$ cat src/rtl/falling_object_pool.sv
// falling_object_pool: N independent falling obstacles sharing one block.
// Each slot runs IDLE -> WAIT -> FALL, draws its spawn column and respawn
// delay from a private 16-bit LFSR, and falls by 'speed' pixels per frame.
// A registered priority hit-test reports the lowest-index visible slot under
// the current pixel together with the in-object offsets.
// Optional feature: define FALLING_POOL_SCORE_EN to count objects that leave
// the bottom of the screen on passedCount (tied to zero otherwise).
module falling_object_pool #(
   parameter int N_OBJECTS       = 4,
   parameter int OBJ_W           = 32,
   parameter int OBJ_H           = 32,
   parameter int SCREEN_H        = 480,
   parameter int MIN_X           = 48,
   parameter int MAX_X           = 592,
   parameter int MIN_WAIT        = 5,
   parameter int WAIT_RANGE_BITS = 4,
   parameter int STAGGER         = 3
) (
   input  logic                 clk,
   input  logic                 reset,
   input  logic [10:0]          pixelX,
   input  logic [10:0]          pixelY,
   input  logic                 startOfFrame,
   input  logic                 oneTensSec,
   input  logic                 startofLevel,
   input  logic                 endLevel,
   input  logic                 enable,
   input  logic [3:0]           seedindex,
   input  logic [3:0]           speed,
   output logic                 drawingRequest,
   output logic [2:0]           hitIndex,
   output logic [10:0]          offsetX,
   output logic [10:0]          offsetY,
   output logic [N_OBJECTS-1:0] visibleMask,
   output logic [15:0]          passedCount
);

   localparam int X_SPAN  = MAX_X - MIN_X;
   localparam int CNT_MAX = MIN_WAIT + (N_OBJECTS - 1) * STAGGER + (1 << WAIT_RANGE_BITS) - 1;
   localparam int CNT_W   = $clog2(CNT_MAX + 1);

   typedef enum logic [1:0] {
      S_IDLE,
      S_WAIT,
      S_FALL
   } slot_state_t;

   slot_state_t      r_state    [N_OBJECTS];
   slot_state_t      w_state_nx [N_OBJECTS];
   logic [10:0]      r_x        [N_OBJECTS];
   logic [10:0]      w_x_nx     [N_OBJECTS];
   logic [10:0]      r_y        [N_OBJECTS];
   logic [10:0]      w_y_nx     [N_OBJECTS];
   logic [CNT_W-1:0] r_cnt      [N_OBJECTS];
   logic [CNT_W-1:0] w_cnt_nx   [N_OBJECTS];
   logic [15:0]      r_lfsr     [N_OBJECTS];
   logic [15:0]      w_lfsr_nx  [N_OBJECTS];
   logic [15:0]      w_seed     [N_OBJECTS];
   logic             r_reseed;
   logic [11:0]      w_ysum;
   logic             w_fb;
`ifdef FALLING_POOL_SCORE_EN
   logic [N_OBJECTS-1:0] w_exit;
`endif

   logic             w_hit;
   logic [2:0]       w_idx;
   logic [10:0]      w_ox;
   logic [10:0]      w_oy;

   // Map a 10-bit random value onto 0..X_SPAN: one wrap, then clamp.
   function automatic logic [10:0] fold_x(input logic [9:0] v);
      logic [11:0] t;
      t = {2'b00, v};
      if (t > 12'(X_SPAN)) t = t - 12'(X_SPAN + 1);
      if (t > 12'(X_SPAN)) t = 12'(X_SPAN);
      return 11'(t) + 11'(MIN_X);
   endfunction

   // Per-slot LFSR seeds derived from seedindex; zero would lock the LFSR.
   always_comb begin
      for (int unsigned i = 0; i < N_OBJECTS; i++) begin
         w_seed[i] = {seedindex, 12'hACE} ^ 16'(i * 32'h1F35);
         if (w_seed[i] == '0) w_seed[i] = 16'h0001;
      end
   end

   // Slot next-state: level pulses first, then WAIT countdown / FALL motion.
   always_comb begin
      w_ysum = '0;
      w_fb   = 1'b0;
`ifdef FALLING_POOL_SCORE_EN
      w_exit = '0;
`endif
      for (int unsigned i = 0; i < N_OBJECTS; i++) begin
         w_state_nx[i] = r_state[i];
         w_x_nx[i]     = r_x[i];
         w_y_nx[i]     = r_y[i];
         w_cnt_nx[i]   = r_cnt[i];
         w_fb          = r_lfsr[i][15] ^ r_lfsr[i][13] ^ r_lfsr[i][12] ^ r_lfsr[i][10];
         w_lfsr_nx[i]  = startofLevel ? w_seed[i] : {r_lfsr[i][14:0], w_fb};
         w_ysum        = {1'b0, r_y[i]} + {8'b0, speed};
         if (endLevel) begin
            w_state_nx[i] = S_IDLE;
            w_x_nx[i]     = 11'(MIN_X);
            w_y_nx[i]     = '0;
            w_cnt_nx[i]   = '0;
         end else if (startofLevel) begin
            w_state_nx[i] = S_WAIT;
            w_cnt_nx[i]   = CNT_W'(MIN_WAIT + i * STAGGER)
                          + CNT_W'(w_seed[i][WAIT_RANGE_BITS-1:0]);
         end else if (enable) begin
            case (r_state[i])
               S_WAIT: begin
                  if (oneTensSec) begin
                     if (r_cnt[i] <= CNT_W'(1)) begin
                        w_state_nx[i] = S_FALL;
                        w_y_nx[i]     = '0;
                        w_x_nx[i]     = fold_x(r_lfsr[i][9:0]);
                        w_cnt_nx[i]   = '0;
                     end else begin
                        w_cnt_nx[i]   = r_cnt[i] - CNT_W'(1);
                     end
                  end
               end
               S_FALL: begin
                  if (startOfFrame) begin
                     if (w_ysum >= 12'(SCREEN_H)) begin
                        w_state_nx[i] = S_WAIT;
                        w_cnt_nx[i]   = CNT_W'(MIN_WAIT)
                                      + CNT_W'(r_lfsr[i][WAIT_RANGE_BITS-1:0]);
`ifdef FALLING_POOL_SCORE_EN
                        w_exit[i]     = 1'b1;
`endif
                     end else begin
                        w_y_nx[i]     = w_ysum[10:0];
                     end
                  end
               end
               default: ;
            endcase
         end
      end
   end

   // Slot registers. The LFSR seed is taken on the first clock after reset
   // so that reset stays a constant load; slots are IDLE until the next
   // startofLevel reseeds anyway, so the one-clock shift is not observable.
   always_ff @(posedge clk or posedge reset) begin
      if (reset) begin
         r_reseed <= 1'b1;
         for (int unsigned i = 0; i < N_OBJECTS; i++) begin
            r_state[i] <= S_IDLE;
            r_x[i]     <= 11'(MIN_X);
            r_y[i]     <= '0;
            r_cnt[i]   <= '0;
            r_lfsr[i]  <= '0;
         end
      end else begin
         r_reseed <= 1'b0;
         for (int unsigned i = 0; i < N_OBJECTS; i++) begin
            r_state[i] <= w_state_nx[i];
            r_x[i]     <= w_x_nx[i];
            r_y[i]     <= w_y_nx[i];
            r_cnt[i]   <= w_cnt_nx[i];
            r_lfsr[i]  <= r_reseed ? w_seed[i] : w_lfsr_nx[i];
         end
      end
   end

   // Priority hit-test of the current pixel; the first (lowest) slot wins.
   always_comb begin
      w_hit = 1'b0;
      w_idx = '0;
      w_ox  = '0;
      w_oy  = '0;
      for (int unsigned i = 0; i < N_OBJECTS; i++) begin
         if (!w_hit && r_state[i] == S_FALL
             && {1'b0, pixelX} >= {1'b0, r_x[i]}
             && {1'b0, pixelX} <  {1'b0, r_x[i]} + 12'(OBJ_W)
             && {1'b0, pixelY} >= {1'b0, r_y[i]}
             && {1'b0, pixelY} <  {1'b0, r_y[i]} + 12'(OBJ_H)) begin
            w_hit = 1'b1;
            w_idx = 3'(i);
            w_ox  = pixelX - r_x[i];
            w_oy  = pixelY - r_y[i];
         end
      end
   end

   // Register the hit result for the draw stage.
   always_ff @(posedge clk or posedge reset) begin
      if (reset) begin
         drawingRequest <= 1'b0;
         hitIndex       <= '0;
         offsetX        <= '0;
         offsetY        <= '0;
      end else begin
         drawingRequest <= w_hit;
         hitIndex       <= w_idx;
         offsetX        <= w_ox;
         offsetY        <= w_oy;
      end
   end

   // A slot is visible exactly while it is falling.
   always_comb begin
      for (int unsigned i = 0; i < N_OBJECTS; i++) begin
         visibleMask[i] = (r_state[i] == S_FALL);
      end
   end

`ifdef FALLING_POOL_SCORE_EN
   logic [15:0] r_passed;
   logic [3:0]  w_exit_cnt;
   logic [16:0] w_passed_sum;

   // Count slots leaving the screen this clock.
   always_comb begin
      w_exit_cnt = '0;
      for (int unsigned i = 0; i < N_OBJECTS; i++) begin
         w_exit_cnt = w_exit_cnt + 4'(w_exit[i]);
      end
      w_passed_sum = {1'b0, r_passed} + 17'(w_exit_cnt);
   end

   // Saturating exit counter, cleared at level start.
   always_ff @(posedge clk or posedge reset) begin
      if (reset) begin
         r_passed <= '0;
      end else if (startofLevel) begin
         r_passed <= '0;
      end else if (w_passed_sum > 17'h0FFFF) begin
         r_passed <= 16'hFFFF;
      end else begin
         r_passed <= w_passed_sum[15:0];
      end
   end

   assign passedCount = r_passed;
`else
   assign passedCount = '0;
`endif

endmodule

$ cat config.mk
export PLATFORM = sky130hd
export DESIGN_NAME = falling_object_pool
export DESIGN_NICKNAME = d
export VERILOG_FILES = /design/src/rtl/falling_object_pool.sv
export SDC_FILE = /design/constraint.sdc
export NUM_CORES = 1
export LEC_CHECK = 0
export CAP_MARGIN = 20
export CORE_UTILIZATION = 35
export DETAILED_ROUTE_END_ITERATION = 7
export GPL_TIMING_DRIVEN = 0
export PLACE_DENSITY = 0.49
export SKIP_LAST_GASP = 1
export SLEW_MARGIN = 20
export SYNTH_ARGS = -nofsm -noshare
export SYNTH_HDL_FRONTEND = slang
export SYNTH_SLANG_ARGS = --single-unit
$ cat constraint.sdc
create_clock -name clk -period 6.4 [get_ports clk]
set_input_delay 0.96 -clock clk [delete_from_list [all_inputs] [get_ports clk]]
set_output_delay 0.96 -clock clk [all_outputs]
set_load 0.1 [all_outputs]
After elaboration in Yosys (flattened, before gate mapping):

Index checks and enable logic that the tools add are counted.

* eq/ne operators: 41
* $lt $le $gt $ge: 32
* mux-type cells: 203
* add/sub/neg operators: 40
* bitwise operators: 15
* reductions and logical operators: 61

Operator list (count)
* $mux W11: 88
* $mux W12: 28
* $mux W16: 12
* $mux W5: 28
* $add A11 B6 Y12 const B: 8
* $lt A11 B12 Y1: 8
* $ge A11 B11 Y1: 8
* $pmux W11 S2: 4
* $sub A11 B11 Y11: 8
* $logic_not A16 Y1: 4
* $mux W2: 28
* $add A11 B4 Y12: 4
* $ge A12 B9 Y1 const B: 4
* $gt A12 B10 Y1 const B: 4
* $ne A3 B3 Y1 const B: 16
* $ne A4 B4 Y1 const B: 12
* $add A11 B6 Y11 const B: 4
* $sub A10 B10 Y11 const B: 4
* $gt A10 B10 Y1 const B: 4
* $pmux W5 S2: 4
* $reduce_and A5 Y1: 8
* $reduce_and A7 Y1: 4
* $add A3 B4 Y5 const A: 5
* $reduce_and A6 Y1: 4
* 18 further kinds: 91

* bits of input ports: 37
* word-level logic and storage cells: 417
* output and inout bits: 46
* bits in registers: 207

Depth between registers and ports, before layout:

* depth after elaboration: 27
* gate-level depth with buffers: 15
* mapped depth without buffers: 13

Least setup slack after synthesis:

OpenSTA, ideal clock, no wires.

* path kind: input to register
* from: in speed[0]
* to: reg r_cnt[6] in the netlist's numbering
* stages on the path: 10
* path buffers: 0
* setup slack: 2.796 ns
* data arrival time: 3.477 ns
* setup time: 0.128 ns
* data required time: 6.272 ns
* cell sequence: ha_1 fa_1 a21o_1 a21oi_1 nor3_1 xnor2_1 a311oi_2 a221oi_4 nor2_2 mux2_1

* cells in the longest elaborated chain, start to end: 4

RTL lines
* start, declared: RTL line 29 `input logic [3:0] speed,`
* $add A11 B4 Y12: RTL line 102 `w_ysum = {1'b0, r_y[i]} + {8'b0, speed};`
* $ge A12 B9 Y1: RTL line 128 `if (w_ysum >= 12'(SCREEN_H)) begin`
* $ne A4 B3 Y1 (no line)
* $reduce_and A5 Y1 (no line)
* end signal, assigned by index: RTL line 165 `r_cnt[i] <= w_cnt_nx[i];`
* end, declared: RTL line 54 `logic [CNT_W-1:0] r_cnt [N_OBJECTS];`

Every way passes these cells.
A chain may end at the register's enable or synchronous reset.

Final worst setup path:

* from: in speed[1]
* to: reg r_y[24] in the netlist's numbering

* cells in the longest elaborated chain, start to end: 7
* elaborated cells on any way between the ends: 10
* those cells by class: 1 x add/sub; 1 x order compare; 1 x eq/ne; 6 x mux; 1 x reduce/logical

RTL lines
* $add A11 B4 Y12 (*): RTL line 102
* parallel branches: the longest is 6 deep, another holds $ge A12 B9 Y1
* end signal, assigned by index: RTL line 164 `r_y[i] <= w_y_nx[i];`
* end, declared: RTL line 52 `logic [10:0] r_y [N_OBJECTS];`

Every way passes the cells marked *. The select of a mux whose other input is x is not followed.

==> results.md <==
- Initial drt markers: 1,055
- Gp weighted congestion: 0.931
- Ys Warns: 0
- Vias per std cell: 5.52
- Core area: 49,200 um^2
- First-pass GRT wire length: 91,000 um
- CTS tree: built
- CTS clk-pin slew, worst paths: 0.06 ns
- Skew final: 0.0333 ns
- Fillcell total: 4,932
- # rows: 81
- Number of remaining DRC errors: 0
- Vias: 15,718
- Power density over the cells: 213 nW/um^2
- Clk sinks: 206
- Die span in y: 226 um
- Post-Syn Area: 17,500 um^2
- Clk buf depth: 3
- Max_cap viols: 0
- Final Setup Violations: 0
- Root buffer cell: clkbuf_16
- WP data arrival: 5.43 ns
- P_leak: 8.48 nW
- Nature of the critical path endpoint: flop
- Tightest Pin Transition: 1.10 ns
- Final nets: 2,400
- Post-layout min period: 4.96 ns
- #FFs+latches synth: 206
- Yosys cell types: 97
- Crit path kind: input pin to flop
- Routed WL: 58,300 um
- Vias in the first global route: 15,247
- Setup ws final: 1.44 ns
- Cell count after synthesis: 2,045
- DR top layer: met4
- Worst EP required: 6.88 ns
- Post-synth EDFFs: 0
- Post-route ant nets: 0
- Port Buffers: 65
- Syn_area_per_cell: 8.56 um^2
- # diodes: 0
- Skew-Pair Late Insertion Delay: 0.58 ns
- Dpl ws: 0.992 ns
- Post-CTS Resized: 0
- Top-level I/O count: 83
- Total CTS buffers: 27
- Initial antenna violation count: 0
- Max IR drop VDD: 243 uV
- Outcome: completed
- Rel. slew slack: 25.9%
- Gr ovfl total: 0
- CP Max Fanout: 10
- RSZ-0062 raised after global routing: no
- Share of cells above drive strength 1: 6.00%
- Period Utilization, post-route: 77.4%
- WL met3: 2260 um
- Buffer count from post-CTS setup fixing: 0
- CTS hold repair buffers: 0
- Die footprint: 50,900 um^2
- Die width: 226 um
- Fin. max-slew vios: 0
- Detail Placement HPWL: 46,400 um
- Area delta synth->final: 15.2%
- H-tree depth: 1
- Wire length per cell: 20.5 um
- Ys flop type: dfrtp_1
- Hold crit path type: flop to flop
- Largest net degree at the start of global routing: 33
- Fmax achieved: 202 MHz
- Asr flop ratio synth: 100%
- CP startpoint kind: input pin
- Initial DRT Pass Iterations: 5
- Starting density of the core: 35.6%
- Seq/Total Area, Yosys: 29.5%
- Gr usage total: 23.2%
- Routed metal-1 wirelength: 27,800 um
- Fin Setup TNS: 0 ns
- Met2 wire len: 26,900 um
- Count of final hold-check violations: 0
==> critical path, stage by stage <==
cell	delay, ns
clkdlybuf4s50_1	0.90
ha_1	0.35
a21o_1	0.17
a211oi_1	0.44
nor2_1	0.20
mux2i_1	0.16
a311oi_1	0.91
buf_2	0.43
nor2_1	0.12
nor2_1	0.51
mux2i_1	0.27
==> worst paths after layout <==
check / from / endpoint / slack [ns] / cells after the start
setup reg to reg: r_x[38]$_DFFE_PP1P_ / offsetY[4]$_DFF_PP0_ / 2.17 / 13
setup / recovery: speed[1] / r_y[24]$_DFFE_PP0P_ / 1.44 / 11
hold reg to reg: r_lfsr[30]$_DFF_PP0_ / r_lfsr[31]$_DFF_PP0_ / 0.45 / 2
max in group asynchronous: reset / r_y[11]$_DFFE_PP0P_ / 4.41 / 6
min in group asynchronous: reset / r_lfsr[58]$_DFF_PP0_ / 0.76 / 2
hold / removal: r_lfsr[30]$_DFF_PP0_ / r_lfsr[31]$_DFF_PP0_ / 0.45 / 2
==> stage by stage <==
step / cells / hold WS [ns] / area, um^2 / total power, mW / utilization (%)
after floorplan: 2062 / 0.414 / 17600 / 2.29 / -
after global placement: 2791 / 0.426 / 19100 / 2.61 / 38.8
after detailed placement: 2798 / 0.437 / 19200 / 2.64 / 39.0
after CTS: 2847 / 0.452 / 20200 / 4.35 / 41.0
after global routing: 2847 / 0.472 / 20200 / 4.54 / 41.0
final: 2847 / 0.447 / 20200 / 4.30 / 41.0
==> flip-flops by register name (all words and copies together) (netlist names) <==
| name | count |
|---|---|
| r_lfsr | 64 |
| r_reseed | 1 |
| r_x | 44 |
| hitIndex | 2 |
| r_y | 44 |
| r_state | 8 |
| drawingRequest | 1 |
| offsetX | 11 |
| offsetY | 11 |
| r_cnt | 20 |
==> layout by cell type, fill, tap and decap left out, types with 15 or more instances in the layout <==
| master | instances |
|---|---|
| o21ai_1 | 26 |
| nand4_1 | 25 |
| dfrtp_1 | 197 |
| o211ai_1 | 17 |
| o31a_1 | 17 |
| a21o_1 | 42 |
| nand2b_1 | 22 |
| o221ai_1 | 16 |
| nor2b_1 | 23 |
| a31oi_1 | 24 |
| inv_1 | 159 |
| and2_1 | 26 |
| xnor2_1 | 100 |
| ha_1 | 188 |
| clkbuf_16 | 27 |
| and3_1 | 15 |
| nor3_1 | 73 |
| or3_1 | 33 |
| o21a_1 | 37 |
| nor2_1 | 124 |
| nand2_1 | 183 |
| a21oi_1 | 119 |
| a211oi_1 | 29 |
| xor2_1 | 38 |
| clkdlybuf4s50_1 | 65 |
| buf_4 | 17 |
| nor4_1 | 17 |
| o31ai_1 | 18 |
| nand3_1 | 56 |
| mux2i_1 | 22 |
| clkbuf_1 | 49 |
| conb_1 | 18 |
| o21ai_0 | 90 |
==> kinds of logic after synthesis <==
logic type	synth area share [%]
and+or+nand+nor	18.7
muxes	1.71
AOI/OAI and AO/OA	22.8
DFF	29.5
other	0.0214
adders and majority gates	14.8
xor gates and xnor gates	6.91
buffers and inverters	5.52
==> where the power goes <==
| group | switching, mW | internal (mW) | leakage (nW) |
|---|---|---|---|
| Combinational | 0.722 | 0.441 | 5.36 |
| Clock | 0.657 | 1.02 | 0.479 |
| Sequential | 0.0810 | 1.38 | 2.64 |
==> Yosys cell counts (11+ instances only) <==
master    number  area share, %
dfrtp_1      197             28
ha_1         188             13
nand2_1      183            3.9
inv_1        160            3.4
nor2_1       124            2.7
a21oi_1      119            3.4
xnor2_1      100            5.0
o21ai_0       90            2.6
nor3_1        73            2.1
nand3_1       56            1.6
clkbuf_1      47            1.0
a21o_1        42            1.8
xor2_1        38            1.9
o21a_1        37            1.6
or3_1         33            1.2
a211oi_1      29            1.2
and2_1        26           0.93
o21ai_1       26           0.74
nand4_1       25           0.89
a31oi_1       24           0.86
nor2b_1       23           0.82
mux2i_1       22            1.3
nand2b_1      22           0.79
o31ai_1       18           0.77
buf_4         17           0.73
nor4_1        17           0.61
o211ai_1      17           0.73
o31a_1        17           0.85
o221ai_1      16           0.80
and3_1        15           0.54
fa_1          12            1.4
a22o_1        11           0.55
o21bai_1      11           0.47
==> cell type report <==
cell class | instances | area, um^2 | share of cell area [%]
buffer | 74 | 358 | 1.77
clock buffer | 32 | 724 | 3.59
clock inverter | 17 | 254 | 1.26
inverter | 162 | 612 | 3.03
multi-input combinational | 1620 | 11400 | 56.7
sequential | 206 | 5170 | 25.6
tap | 664 | 831 | 4.12
timing repair buffer | 72 | 791 | 3.92
==> layer usage <==
layer / global-route usage, % / vias to the layer above
li1: - / 7686
met1: 32.5 / 7642
met2: 38.2 / 332
met3: 2.38 / 58
met4: 5.90 / 0
met5: 0 / -
Note: power is estimated with default switching activity, not from simulation.
